--- src/rtl/alu_seq_unit_pkg.sv ---
// Shared types for the sequential ALU: opcode encoding, controller states
// and the packed status-flag record.
package alu_pkg;

  // Opcode map, identical to the combinational ALU it replaces
  typedef enum logic [3:0] {
    ALU_ADD  = 4'b0000,
    ALU_SUB  = 4'b0001,
    ALU_MUL  = 4'b0010,
    ALU_DIV  = 4'b0011,
    ALU_SLL  = 4'b0100,
    ALU_SRL  = 4'b0101,
    ALU_ROL  = 4'b0110,
    ALU_ROR  = 4'b0111,
    ALU_AND  = 4'b1000,
    ALU_OR   = 4'b1001,
    ALU_XOR  = 4'b1010,
    ALU_NOR  = 4'b1011,
    ALU_NAND = 4'b1100,
    ALU_XNOR = 4'b1101,
    ALU_GT   = 4'b1110,
    ALU_EQ   = 4'b1111
  } alu_op_e;

  typedef enum logic [1:0] {
    IDLE = 2'd0,
    BUSY = 2'd1,
    DONE = 2'd2
  } alu_state_e;

  typedef struct packed {
    logic carry;
    logic zero;
    logic neg;
    logic ovf;
    logic dbz;
  } alu_flags_t;

endpackage

--- src/rtl/alu_seq_unit_if.sv ---
// Request/response bundle of the sequential ALU.
// Optional macro ALU_SEQ_MUL_HI_EN adds the mul_hi result field.
interface alu_seq_unit_if #(
  parameter int ALU_SIZE = 16
);
  logic                in_valid;
  logic                in_ready;
  logic [ALU_SIZE-1:0] alu_in_a;
  logic [ALU_SIZE-1:0] alu_in_b;
  logic [3:0]          alu_sel;
  logic                out_valid;
  logic                out_ready;
  logic [ALU_SIZE-1:0] alu_out;
  logic [ALU_SIZE-1:0] alu_rem;
  logic                carry_out;
  logic                zero_flag;
  logic                neg_flag;
  logic                ovf_flag;
  logic                dbz_flag;
`ifdef ALU_SEQ_MUL_HI_EN
  logic [ALU_SIZE-1:0] mul_hi;
`endif

  // Requester side: issues operations and consumes results
  modport master (
    output in_valid, alu_in_a, alu_in_b, alu_sel, out_ready,
    input  in_ready, out_valid, alu_out, alu_rem,
           carry_out, zero_flag, neg_flag, ovf_flag, dbz_flag
`ifdef ALU_SEQ_MUL_HI_EN
           , mul_hi
`endif
  );

  // ALU side
  modport slave (
    input  in_valid, alu_in_a, alu_in_b, alu_sel, out_ready,
    output in_ready, out_valid, alu_out, alu_rem,
           carry_out, zero_flag, neg_flag, ovf_flag, dbz_flag
`ifdef ALU_SEQ_MUL_HI_EN
           , mul_hi
`endif
  );

endinterface

--- src/rtl/alu_seq_muldiv.sv ---
// Iterative unsigned multiply (shift-add) and restoring divide.
// One iteration per cycle for ALU_SIZE cycles; hi_o/lo_o present the value
// after the current iteration so the final one can be captured with done_o.
// MUL: {hi,lo} = product.  DIV: lo = quotient, hi = remainder.
module alu_seq_muldiv #(
  parameter int ALU_SIZE = 16
) (
  input  logic                clk,
  input  logic                rst_n,
  input  logic                start_i,
  input  logic                div_i,
  input  logic [ALU_SIZE-1:0] a_i,
  input  logic [ALU_SIZE-1:0] b_i,
  output logic                done_o,
  output logic [ALU_SIZE-1:0] hi_o,
  output logic [ALU_SIZE-1:0] lo_o
);

  localparam int CNT_W = $clog2(ALU_SIZE) + 1;

  logic [CNT_W-1:0]    count_q, count_d;
  logic                busy_q, busy_d;
  logic                div_q, div_d;
  logic [ALU_SIZE-1:0] hi_q, hi_d, lo_q, lo_d, b_q, b_d;
  logic [ALU_SIZE-1:0] hi_step, lo_step;
  logic [ALU_SIZE:0]   sum, shifted, diff;

  // One iteration of whichever algorithm is loaded
  always_comb begin
    sum     = {1'b0, hi_q} + (lo_q[0] ? {1'b0, b_q} : '0);
    shifted = {hi_q, lo_q[ALU_SIZE-1]};
    diff    = shifted - {1'b0, b_q};
    hi_step = sum[ALU_SIZE:1];
    lo_step = {sum[0], lo_q[ALU_SIZE-1:1]};
    if (div_q) begin
      if (!diff[ALU_SIZE]) begin
        hi_step = diff[ALU_SIZE-1:0];
        lo_step = {lo_q[ALU_SIZE-2:0], 1'b1};
      end else begin
        hi_step = shifted[ALU_SIZE-1:0];
        lo_step = {lo_q[ALU_SIZE-2:0], 1'b0};
      end
    end
  end

  // Load on start, iterate while busy, stop after the last iteration
  always_comb begin
    count_d = count_q;
    busy_d  = busy_q;
    div_d   = div_q;
    hi_d    = hi_q;
    lo_d    = lo_q;
    b_d     = b_q;
    if (start_i) begin
      count_d = CNT_W'(ALU_SIZE);
      busy_d  = 1'b1;
      div_d   = div_i;
      hi_d    = '0;
      lo_d    = a_i;
      b_d     = b_i;
    end else if (busy_q) begin
      hi_d    = hi_step;
      lo_d    = lo_step;
      count_d = count_q - CNT_W'(1);
      if (count_q == CNT_W'(1)) busy_d = 1'b0;
    end
  end

  // Datapath registers with synchronous reset
  always_ff @(posedge clk) begin
    if (!rst_n) begin
      count_q <= '0;
      busy_q  <= 1'b0;
      div_q   <= 1'b0;
      hi_q    <= '0;
      lo_q    <= '0;
      b_q     <= '0;
    end else begin
      count_q <= count_d;
      busy_q  <= busy_d;
      div_q   <= div_d;
      hi_q    <= hi_d;
      lo_q    <= lo_d;
      b_q     <= b_d;
    end
  end

  assign done_o = busy_q && (count_q == CNT_W'(1));
  assign hi_o   = hi_step;
  assign lo_o   = lo_step;

endmodule

--- src/rtl/alu_seq_unit.sv ---
// Sequential ALU with valid/ready handshakes, one transaction in flight.
// Single-cycle ops complete in one cycle; MUL and DIV (B != 0) iterate in
// alu_seq_muldiv. Optional macro ALU_SEQ_MUL_HI_EN exposes the upper
// product half on mul_hi.
module alu_seq_unit
  import alu_pkg::*;
#(
  parameter int ALU_SIZE = 16,
  parameter int SHAMT_W  = $clog2(ALU_SIZE)
) (
  input logic           clk,
  input logic           rst_n,
  alu_seq_unit_if.slave bus
);

  localparam logic [1:0] ST_IDLE = IDLE;
  localparam logic [1:0] ST_BUSY = BUSY;
  localparam logic [1:0] ST_DONE = DONE;

  logic [1:0]          state_q, state_d;
  alu_op_e             op_q, op_d, sel;
  logic [ALU_SIZE-1:0] out_q, out_d, rem_q, rem_d;
  alu_flags_t          flags_q, flags_d;
`ifdef ALU_SEQ_MUL_HI_EN
  logic [ALU_SIZE-1:0] hi_q, hi_d;
`endif

  logic                md_start, md_done;
  logic [ALU_SIZE-1:0] md_hi, md_lo;

  logic [ALU_SIZE-1:0] a, b, sc_out, sc_rem;
  logic                sc_carry, sc_ovf, sc_dbz, needs_iter;
  logic [ALU_SIZE:0]   wide;
  logic [SHAMT_W-1:0]  shamt;
  logic [SHAMT_W:0]    shamt_inv;

  assign a   = bus.alu_in_a;
  assign b   = bus.alu_in_b;
  assign sel = alu_op_e'(bus.alu_sel);

  // Results of every op that finishes in the accepting cycle
  always_comb begin
    sc_out    = '0;
    sc_rem    = '0;
    sc_carry  = 1'b0;
    sc_ovf    = 1'b0;
    sc_dbz    = 1'b0;
    wide      = '0;
    shamt     = b[SHAMT_W-1:0];
    shamt_inv = (SHAMT_W+1)'(ALU_SIZE) - {1'b0, shamt};
    case (sel)
      ALU_ADD: begin
        wide     = {1'b0, a} + {1'b0, b};
        sc_out   = wide[ALU_SIZE-1:0];
        sc_carry = wide[ALU_SIZE];
        sc_ovf   = (a[ALU_SIZE-1] == b[ALU_SIZE-1]) && (sc_out[ALU_SIZE-1] != a[ALU_SIZE-1]);
      end
      ALU_SUB: begin
        wide     = {1'b0, a} - {1'b0, b};
        sc_out   = wide[ALU_SIZE-1:0];
        sc_carry = wide[ALU_SIZE];
        sc_ovf   = (a[ALU_SIZE-1] != b[ALU_SIZE-1]) && (sc_out[ALU_SIZE-1] != a[ALU_SIZE-1]);
      end
      ALU_DIV: begin
        sc_out = '1;
        sc_rem = a;
        sc_dbz = 1'b1;
      end
      ALU_SLL:  sc_out = a << shamt;
      ALU_SRL:  sc_out = a >> shamt;
      ALU_ROL:  sc_out = (a << shamt) | (a >> shamt_inv);
      ALU_ROR:  sc_out = (a >> shamt) | (a << shamt_inv);
      ALU_AND:  sc_out = a & b;
      ALU_OR:   sc_out = a | b;
      ALU_XOR:  sc_out = a ^ b;
      ALU_NOR:  sc_out = ~(a | b);
      ALU_NAND: sc_out = ~(a & b);
      ALU_XNOR: sc_out = ~(a ^ b);
      ALU_GT:   sc_out = {{(ALU_SIZE-1){1'b0}}, (a > b)};
      ALU_EQ:   sc_out = {{(ALU_SIZE-1){1'b0}}, (a == b)};
      default:  sc_out = '0;
    endcase
  end

  assign needs_iter = (sel == ALU_MUL) || ((sel == ALU_DIV) && (b != '0));

  // Controller: accept in IDLE, wait for the iterative unit, hold in DONE
  always_comb begin
    state_d  = state_q;
    op_d     = op_q;
    out_d    = out_q;
    rem_d    = rem_q;
    flags_d  = flags_q;
    md_start = 1'b0;
`ifdef ALU_SEQ_MUL_HI_EN
    hi_d     = hi_q;
`endif
    case (state_q)
      ST_IDLE: begin
        if (bus.in_valid) begin
          op_d = sel;
          if (needs_iter) begin
            md_start = 1'b1;
            state_d  = ST_BUSY;
          end else begin
            out_d         = sc_out;
            rem_d         = sc_rem;
            flags_d.carry = sc_carry;
            flags_d.zero  = (sc_out == '0);
            flags_d.neg   = sc_out[ALU_SIZE-1];
            flags_d.ovf   = sc_ovf;
            flags_d.dbz   = sc_dbz;
`ifdef ALU_SEQ_MUL_HI_EN
            hi_d          = '0;
`endif
            state_d       = ST_DONE;
          end
        end
      end
      ST_BUSY: begin
        if (md_done) begin
          out_d         = md_lo;
          rem_d         = (op_q == ALU_DIV) ? md_hi : '0;
          flags_d.carry = 1'b0;
          flags_d.zero  = (md_lo == '0);
          flags_d.neg   = md_lo[ALU_SIZE-1];
          flags_d.ovf   = (op_q == ALU_MUL) && (md_hi != '0);
          flags_d.dbz   = 1'b0;
`ifdef ALU_SEQ_MUL_HI_EN
          hi_d          = (op_q == ALU_MUL) ? md_hi : '0;
`endif
          state_d       = ST_DONE;
        end
      end
      ST_DONE: begin
        if (bus.out_ready) state_d = ST_IDLE;
      end
      default: state_d = ST_IDLE;
    endcase
  end

  // State and result registers; reset aborts any operation in flight
  always_ff @(posedge clk) begin
    if (!rst_n) begin
      state_q <= ST_IDLE;
      op_q    <= ALU_ADD;
      out_q   <= '0;
      rem_q   <= '0;
      flags_q <= '0;
`ifdef ALU_SEQ_MUL_HI_EN
      hi_q    <= '0;
`endif
    end else begin
      state_q <= state_d;
      op_q    <= op_d;
      out_q   <= out_d;
      rem_q   <= rem_d;
      flags_q <= flags_d;
`ifdef ALU_SEQ_MUL_HI_EN
      hi_q    <= hi_d;
`endif
    end
  end

  alu_seq_muldiv #(.ALU_SIZE(ALU_SIZE)) u_muldiv (
    .clk     (clk),
    .rst_n   (rst_n),
    .start_i (md_start),
    .div_i   (sel == ALU_DIV),
    .a_i     (a),
    .b_i     (b),
    .done_o  (md_done),
    .hi_o    (md_hi),
    .lo_o    (md_lo)
  );

  assign bus.in_ready  = (state_q == ST_IDLE);
  assign bus.out_valid = (state_q == ST_DONE);
  assign bus.alu_out   = out_q;
  assign bus.alu_rem   = rem_q;
  assign bus.carry_out = flags_q.carry;
  assign bus.zero_flag = flags_q.zero;
  assign bus.neg_flag  = flags_q.neg;
  assign bus.ovf_flag  = flags_q.ovf;
  assign bus.dbz_flag  = flags_q.dbz;
`ifdef ALU_SEQ_MUL_HI_EN
  assign bus.mul_hi    = hi_q;
`endif

endmodule

--- src/flat_wrapper.sv ---
// flat-port wrapper written by rule: the top's interface ports become plain ports
module alu_seq_unit_flat import alu_pkg::*;
#(
  parameter int ALU_SIZE = 16,
  parameter int SHAMT_W  = $clog2(ALU_SIZE)
)
  (clk, rst_n, bus_in_valid, bus_alu_in_a, bus_alu_in_b, bus_alu_sel, bus_out_ready, bus_in_ready, bus_out_valid, bus_alu_out, bus_alu_rem, bus_carry_out, bus_zero_flag, bus_neg_flag, bus_ovf_flag, bus_dbz_flag);
  alu_seq_unit_if #(.ALU_SIZE(ALU_SIZE)) bus_i ();
  input logic clk;
  input logic rst_n;
  input wire logic [$bits(bus_i.in_valid)-1:0] bus_in_valid;
  input wire logic [$bits(bus_i.alu_in_a)-1:0] bus_alu_in_a;
  input wire logic [$bits(bus_i.alu_in_b)-1:0] bus_alu_in_b;
  input wire logic [$bits(bus_i.alu_sel)-1:0] bus_alu_sel;
  input wire logic [$bits(bus_i.out_ready)-1:0] bus_out_ready;
  output wire logic [$bits(bus_i.in_ready)-1:0] bus_in_ready;
  output wire logic [$bits(bus_i.out_valid)-1:0] bus_out_valid;
  output wire logic [$bits(bus_i.alu_out)-1:0] bus_alu_out;
  output wire logic [$bits(bus_i.alu_rem)-1:0] bus_alu_rem;
  output wire logic [$bits(bus_i.carry_out)-1:0] bus_carry_out;
  output wire logic [$bits(bus_i.zero_flag)-1:0] bus_zero_flag;
  output wire logic [$bits(bus_i.neg_flag)-1:0] bus_neg_flag;
  output wire logic [$bits(bus_i.ovf_flag)-1:0] bus_ovf_flag;
  output wire logic [$bits(bus_i.dbz_flag)-1:0] bus_dbz_flag;
  assign bus_i.in_valid = bus_in_valid;
  assign bus_i.alu_in_a = bus_alu_in_a;
  assign bus_i.alu_in_b = bus_alu_in_b;
  assign bus_i.alu_sel = bus_alu_sel;
  assign bus_i.out_ready = bus_out_ready;
  assign bus_in_ready = bus_i.in_ready;
  assign bus_out_valid = bus_i.out_valid;
  assign bus_alu_out = bus_i.alu_out;
  assign bus_alu_rem = bus_i.alu_rem;
  assign bus_carry_out = bus_i.carry_out;
  assign bus_zero_flag = bus_i.zero_flag;
  assign bus_neg_flag = bus_i.neg_flag;
  assign bus_ovf_flag = bus_i.ovf_flag;
  assign bus_dbz_flag = bus_i.dbz_flag;
  alu_seq_unit #(.ALU_SIZE(ALU_SIZE), .SHAMT_W(SHAMT_W)) u_core (.clk(clk), .rst_n(rst_n), .bus(bus_i));
endmodule
--- config.mk ---
export PLATFORM = sky130hd
export DESIGN_NAME = alu_seq_unit_flat
export DESIGN_NICKNAME = d
export VERILOG_FILES = /design/src/rtl/alu_seq_unit_pkg.sv /design/src/rtl/alu_seq_unit_if.sv /design/src/rtl/alu_seq_muldiv.sv /design/src/rtl/alu_seq_unit.sv /design/src/flat_wrapper.sv
export SDC_FILE = /design/constraint.sdc
export NUM_CORES = 1
export LEC_CHECK = 0
export ABC_CLOCK_PERIOD_IN_PS = 4710
export BUFFER_PORTS_ARGS = -buffer_cell sky130_fd_sc_hd__clkbuf_2
export CAP_MARGIN = 20
export CORE_UTILIZATION = 55
export DETAILED_ROUTE_END_ITERATION = 6
export MAX_ROUTING_LAYER = met4
export PLACE_DENSITY_LB_ADDON = 0.1
export SETUP_SLACK_MARGIN = 0.3
export SYNTH_ARGS = -nofsm -noshare
export SYNTH_HDL_FRONTEND = slang
export SYNTH_SLANG_ARGS = --single-unit
--- constraint.sdc ---
create_clock -name clk -period 4.71 [get_ports clk]
set_input_delay 0.2355 -clock clk [delete_from_list [all_inputs] [get_ports clk]]
set_output_delay 0.2355 -clock clk [all_outputs]
set_load 0.005 [all_outputs]
; Word-level counts from Yosys, hierarchy flattened
; Cells that the tools add are included.
[totals]
inputBits = 40
ff_bits = 98
word_cells = 121
[classes]
order_cmp = 1
bitwise_logic = 9
n_eq_ne = 29
addsub = 6
shift = 4
reduce_logical = 18
n_mux = 38
[op_table]
columns = operator, count
row1 = $pmux W16 S15, 1
row2 = $mux W16, 14
row3 = $pmux W16 S2, 2
row4 = $not A16 Y16, 3
row5 = $or A16 B16 Y16, 3
row6 = $eq A4 B4 Y1 const B, 8
row7 = $logic_not A16 Y1, 2
row8 = $reduce_bool A16 Y1, 2
row9 = $mux W5, 5
row10 = $add A16 B16 Y17, 1
row11 = $add A16 B17 Y17, 1
row12 = $sub A16 B16 Y17, 1
row13 = $sub A17 B16 Y17, 1
row14 = $and A16 B16 Y16, 1
row15 = $eq A16 B16 Y1, 1
row16 = $eq A4 B2 Y1 const B, 4
row17 = $eq A4 B3 Y1 const B, 4
row18 = $gt A16 B16 Y1, 1
row19 = $shl A16 B4 Y16, 1
row20 = $shl A16 B5 Y16, 1
row21 = $shr A16 B4 Y16, 1
row22 = $shr A16 B5 Y16, 1
row23 = $xor A16 B16 Y16, 1
row24 = $pmux W5 S2, 1
row25 = other kinds (24), 44

; Longest topological paths before layout
[logic_depth]
depth_word = 8
ltp_mapped = 18
mapped_depth_nobuf = 15

; Cells and area by module
; Synthesis repeated with hierarchy kept, for this count alone.
[unflattened]
hier_cells = 1633
area_unflattened_um2 = 12229.2
[modules_own_cells]
columns = module, area_each_um2, seq_area_each_um2, instances, cells_each
row1 = alu_seq_unit, 7798.7, 840.8, 1, 1071
row2 = alu_seq_muldiv, 4430.5, 1101.1, 1, 562

; Worst setup path after synthesis
; Ideal clock, no wire load.
[synth_path]
path_kind = input -> register
start = input bus_alu_in_b[2]
end = register u_core.flags_q (netlist bit u_core.bus.zero_flag)
t_arrival_ns = 3.843
cell_stages = 17
slack_ns = 0.772
path_cell_list = buf_2 > inv_1 > clkbuf_1 > clkbuf_1 > ha_1 > buf_2 > nand2b_1 > a221o_1 > a211o_1 > and2_1 > a221o_1 > a221oi_2 > nand2_1 > nor3_1 > nand3_1 > or3_1 > o41ai_2
[synth_between]
elab_chain_len = 8
elab_cells_between_ends = 27
classes_between = add/sub (3) / order compare (1) / eq/ne (2) / shift (4) / mux (4) / bitwise (8) / reduce/logical (5)
[synth_lines]
columns = item, line
row1 = "start, declared", flat_wrapper.sv:13  ; input wire logic [$bits(bus_i.alu_in_b)-1:0] bus_alu_in_b;
row2 = $sub A5 B4 Y5, alu_seq_unit.sv:50  ; shamt_inv = (SHAMT_W+1)'(ALU_SIZE) - {1'b0, shamt};
row3 = $shl A16 B5 Y16 or $shr A16 B5 Y16 (tied branches), "alu_seq_unit.sv:72, alu_seq_unit.sv:71"
row4 = $or A16 B16 Y16 (on tied branches), "alu_seq_unit.sv:72, alu_seq_unit.sv:71"
row5 = $pmux W16 S15, alu_seq_unit.sv:51  ; case (sel)
row6 = $logic_not A16 Y1, alu_seq_unit.sv:109  ; flags_d.zero = (sc_out == '0);
row7 = $mux W5, alu_seq_unit.sv:102  ; if (needs_iter) begin
row8 = $mux W5, alu_seq_unit.sv:100  ; if (bus.in_valid) begin
row9 = $pmux W5 S2, alu_seq_unit.sv:98  ; case (state_q)
row10 = "end signal, assigned", alu_seq_unit.sv:158  ; flags_q <= flags_d;
row11 = "end, declared", alu_seq_unit.sv:23  ; alu_flags_t flags_q, flags_d;
; Several ways; a longest one is shown, not always the timed one. The select of a mux whose other input is x is not followed.
; A chain may end at the register's enable or synchronous reset.

; Worst setup path after layout
[layout_path]
start = register u_core.u_muldiv.lo_q[15]
end = register u_core.flags_q (netlist bit u_core.bus.ovf_flag)
[layout_between]
elab_chain_len = 7
[layout_lines]
columns = item, line
row1 = "start, declared", alu_seq_muldiv.sv:24  ; logic [ALU_SIZE-1:0] hi_q, hi_d, lo_q, lo_d, b_q, b_d;
row2 = "start signal, assigned", alu_seq_muldiv.sv:83  ; lo_q <= lo_d;
row3 = $sub A17 B16 Y17, alu_seq_muldiv.sv:32  ; diff = shifted - {1'b0, b_q};
row4 = $mux W16 (*), alu_seq_muldiv.sv:36  ; if (!diff[ALU_SIZE]) begin
row5 = $mux W16 (*), alu_seq_muldiv.sv:35  ; if (div_q) begin
row6 = $reduce_bool A16 Y1 (*), alu_seq_unit.sv:127  ; flags_d.ovf = (op_q == ALU_MUL) && (md_hi != '0);
row7 = $logic_and A1 B1 Y1 (*), alu_seq_unit.sv:127
row8 = $mux W5 (*), alu_seq_unit.sv:121  ; if (md_done) begin
row9 = $pmux W5 S2 (*), alu_seq_unit.sv:98
; Every way passes the cells marked *; elsewhere a longest branch is shown, timed or not. The select of a mux whose other input is x is not followed.

==> impl_metrics.csv <==
group,metric,value,unit
grt,grt_pass1_wl,77100,um
synth,synth.distinct_cells,98,
clock_network,numCtsBuffers,9,
synth,syn_area,12400,um^2
synth,synth_edf_count,0,
finish,final_util,60.7,%
setup_path,max_stage_delay,460,ps
synth,syn-num-nets,1788,
floorplanning,start_util,56.4,%
worst_hold_path,holdPathStages,3,
power_and_ir_drop,pwr-share-clk,26.3,%
sta,slew_viol_final,0,
finish,area_growth,7.78,%
sta,timing.setup.tns,0,ps
drt,drcViolationCount,15,
floorplanning,coreArea,22000,um^2
setup_path,cp.arrival,4380,ps
sta,setup_slack,547,ps
sta,tightest_slew,1140,ps
setup_path,worstSetupPathType,"flop to flop",
clock_network,clkSinkCount,97,
setup_path,cp_max_fo,9,
floorplanning,std_cell_rows,54,
finish,final_cells,1956,
drt,dr_total_vias,13700,
setup_path,critPathBufInv,1,
setup_path,worstRegToRegCells,14,
sta,finClkSkew,14.8,ps
worst_hold_path,hold-path-endpoint,"u_core.u_muldiv.b_q[7]",
finish,final_nets,1798,
setup_path,crit_slowest_cell,"or4b_1",
clock_network,cts_max_path_buffers,2,
grt,antenna_found_initial,1,
drt,dr.pass1.iters,7,
floorplanning,die_w,152,um
drt,vias_per_cell,7.01,
power_and_ir_drop,p_comb_share,43.2,%
setup_path,path_cells,"inv_1, ha_1, fa_1, nor2b_1, o211ai_1, a21oi_1, nor4_1, nor3_2, nor2_4, a221oi_2, and4bb_1, or4b_1, nor4b_2, o211ai_1",
finish,fill_cells,2010,
grt,grt_pass1_vias,12800,
drt,ant_nets,0,
power_and_ir_drop,p_int,1.70,mW
place,place_area,13000,um^2
synth,synthCells,1660,
grt,grt_max_degree,78,
drt,drt_iter0_drc,1730,
sta,fin_hold_ws,180,ps
drt,routed_wl,51400,um
power_and_ir_drop,power_density,217,nW/um^2
grt,grt_overflow,0,
floorplanning,die_y,152,um
grt,grt_use_total,44.8,%
power_and_ir_drop,vdd_drop_max,0.000157,V
setup_path,worst_setup_path_start_kind,"flop",
sta,final-setup-viol-count,0,
synth,synth-seq-cells,97,
status,violations,"DRC",
setup_path,r2r_end,"u_core.bus.ovf_flag",
worst_hold_path,hold_class,"primary input to flop",
setup_path,crit_top_cell,"o211ai_1",
place,place_hpwl,39400,um
synth,ys_async_sr_fraction,0,%
setup_path,worstReg2RegStart,"u_core.u_muldiv.lo_q[15]",
clock_network,htreeDepth,3,
status,status,"finished with violations",
synth,syn_area_per_cell,7.45,um^2
run,maxCapViolations,0,
finish,multi_input_area,9590,um^2
finish,drive_gt1_share,14.0,%
setup_path,crit_required,4930,ps
synth,yosys_warnings,0,
clock_network,clk_pin_slew,70,ps
place,port_buffers,78,
clock_network,root_buffer,"clkbuf_16",
power_and_ir_drop,p_sw,1.19,mW
floorplanning,die_area,23100,um^2
sta,max_slew_margin,23.0,%
setup_path,critPathCaptureType,"flop",
power_and_ir_drop,switching_share,41.3,%
floorplanning,io_pins,79,
power_and_ir_drop,power.total,2.89,mW
synth,ys.flop_type,"dfxtp_1",
place,dp_slack,348,ps
finish,register_area,1940,um^2
clock_network,clk_latency,360,ps
power_and_ir_drop,cellLeakagePower,5.39,nW
setup_path,path_delay_family,"simple AND/OR/NAND/NOR gates",
sta,period_needed,4160,ps
setup_path,ff2ff_setup_slack,550,ps
sta,maxClockFrequency,240,MHz
sta,rsz0062_at_grt,"false",
place,globalplace.congestion,1.12,
clock_network,cts_tree,"yes",
finish,stdcell_area,13300,um^2
sta,fin_crit_sh,88.4,%
power_and_ir_drop,p_seq_share,30.5,%
sta,hold_violations,0,
worst_hold_path,min_from,"bus_alu_in_b[7]",
drt,wl_per_cell,26.3,um
synth,ys_seq_area_share,15.7,%
place,placed_cells,1935,
## cells in the final DEF (no fill, tap or decap), types with 9 or more instances in the layout
| cell | Yosys | routed |
|---|---|---|
| nand3_1 | 36 | 36 |
| clkbuf_16 | 0 | 9 |
| nor3_1 | 31 | 31 |
| nor2b_1 | 40 | 39 |
| a211o_1 | 15 | 15 |
| dfxtp_1 | 97 | 95 |
| and3_1 | 10 | 10 |
| o21a_1 | 16 | 16 |
| a21o_1 | 19 | 19 |
| a211oi_1 | 32 | 32 |
| clkbuf_2 | 1 | 77 |
| nand4_1 | 9 | 9 |
| o21ai_0 | 88 | 88 |
| xor2_1 | 15 | 14 |
| mux2i_1 | 75 | 75 |
| a21oi_1 | 106 | 106 |
| a22oi_1 | 17 | 17 |
| nand2b_1 | 18 | 18 |
| nand2_1 | 163 | 163 |
| mux4_2 | 29 | 29 |
| ha_1 | 84 | 83 |
| a31oi_1 | 19 | 19 |
| xnor2_1 | 31 | 30 |
| o211ai_1 | 36 | 36 |
| inv_1 | 76 | 76 |
| a21boi_0 | 47 | 47 |
| o22ai_1 | 23 | 23 |
| o31ai_1 | 13 | 13 |
| buf_4 | 4 | 58 |
| nor4_1 | 13 | 13 |
| a222oi_1 | 10 | 10 |
| or3_1 | 13 | 13 |
| and2_1 | 31 | 31 |
| mux2_2 | 19 | 19 |
| nor2_1 | 148 | 148 |
## timing repair
item | CTS | global route
buffers inserted | 0 | 4
resized for setup | 0 | 1
hold buffers | 0 | 0
endpoints found under the setup margin | 0 | 1
## power groups by stage
| stage | logic [mW] | registers [mW] | clock network (mW) |
|---|---|---|---|
| final | 1.25 | 0.881 | 0.759 |
| after global routing | 1.32 | 0.884 | 0.789 |
| after CTS | 1.19 | 0.879 | 0.758 |
| after detailed placement | 1.19 | 0.899 | 0 |
| after global placement | 1.18 | 0.898 | 0 |
| after floorplan | 0.805 | 0.891 | 0 |
## cell type report
class                      instances  area share (%)
clock inverter                     7           0.610
tap                              280            2.63
multi-input combinational       1347            71.9
timing repair buffer             137            6.34
antenna                            1          0.0188
clock buffer                       9            1.69
inverter                          78            2.20
sequential                        97            14.6
## logic make-up after synthesis
family | Yosys count | synth area share (%)
and+or+nand+nor | 561 | 22.3
AOI/OAI and AO/OA | 529 | 29.5
buffers and inverters | 216 | 6.97
muxes | 123 | 13.1
DFF | 97 | 15.7
adders and majority gates | 88 | 9.14
xor gates and xnor gates | 46 | 3.26
## state kept, by name, summed over array words and instances, names as in the netlist, 2 cells and up
register and count:
u_core.op_q 4, u_core.u_muldiv.hi_q 16, u_core.u_muldiv.count_q 5, u_core.state_q 2, u_core.u_muldiv.b_q 16, u_core.u_muldiv.lo_q 16, u_core.bus.alu_out 15, u_core.bus.alu_rem 16
## per-layer routing
layer	track usage [%]	wire length, um	vias up
met3	7.05	5040	241
met5	-	0	-
li1	-	-	6128
met1	52.6	19200	6411
met2	71.8	23300	939
met4	28.1	3830	0
## cell usage after synthesis (19+ instances only)
library cell / count / area share (%)
ha_1: 84 / 8.5
nor2b_1: 40 / 2.0
buf_2: 28 / 1.1
clkbuf_1: 91 / 2.8
o211ai_1: 36 / 2.2
and2_1: 31 / 1.6
a21o_1: 19 / 1.2
o22ai_1: 23 / 1.2
nand3_1: 36 / 1.5
nor2_1: 148 / 4.5
nand2_1: 163 / 4.9
nor3_1: 31 / 1.3
a211oi_1: 32 / 1.9
mux2i_1: 75 / 6.1
o21ai_0: 88 / 3.6
xnor2_1: 31 / 2.2
inv_1: 76 / 2.3
mux4_2: 29 / 5.3
dfxtp_1: 97 / 16
a21oi_1: 106 / 4.3
a21boi_0: 47 / 2.9
a31oi_1: 19 / 0.96
mux2_2: 19 / 1.7
## worst max-delay path by stage
| stage | startpoint | to | slack, ps | depth (start not counted) |
|---|---|---|---|---|
| finish | u_core.u_muldiv.lo_q[15] | u_core.bus.ovf_flag | 550 | 14 |
| global placement | u_core.u_muldiv.lo_q[15] | u_core.bus.ovf_flag | 380 | 14 |
| detailed placement | u_core.u_muldiv.lo_q[15] | u_core.bus.ovf_flag | 350 | 14 |
| CTS | u_core.u_muldiv.lo_q[15] | u_core.bus.ovf_flag | 340 | 14 |
| floorplan | bus_alu_in_b[2] | u_core.bus.zero_flag | 770 | 17 |
| global route | u_core.u_muldiv.lo_q[15] | u_core.bus.ovf_flag | 320 | 14 |
## tightest hold or removal path, stage by stage
cell      delay [ps]
clkbuf_2         110
nand2_1           60
a21boi_0          70
Note: power is estimated with default switching activity, not from simulation.
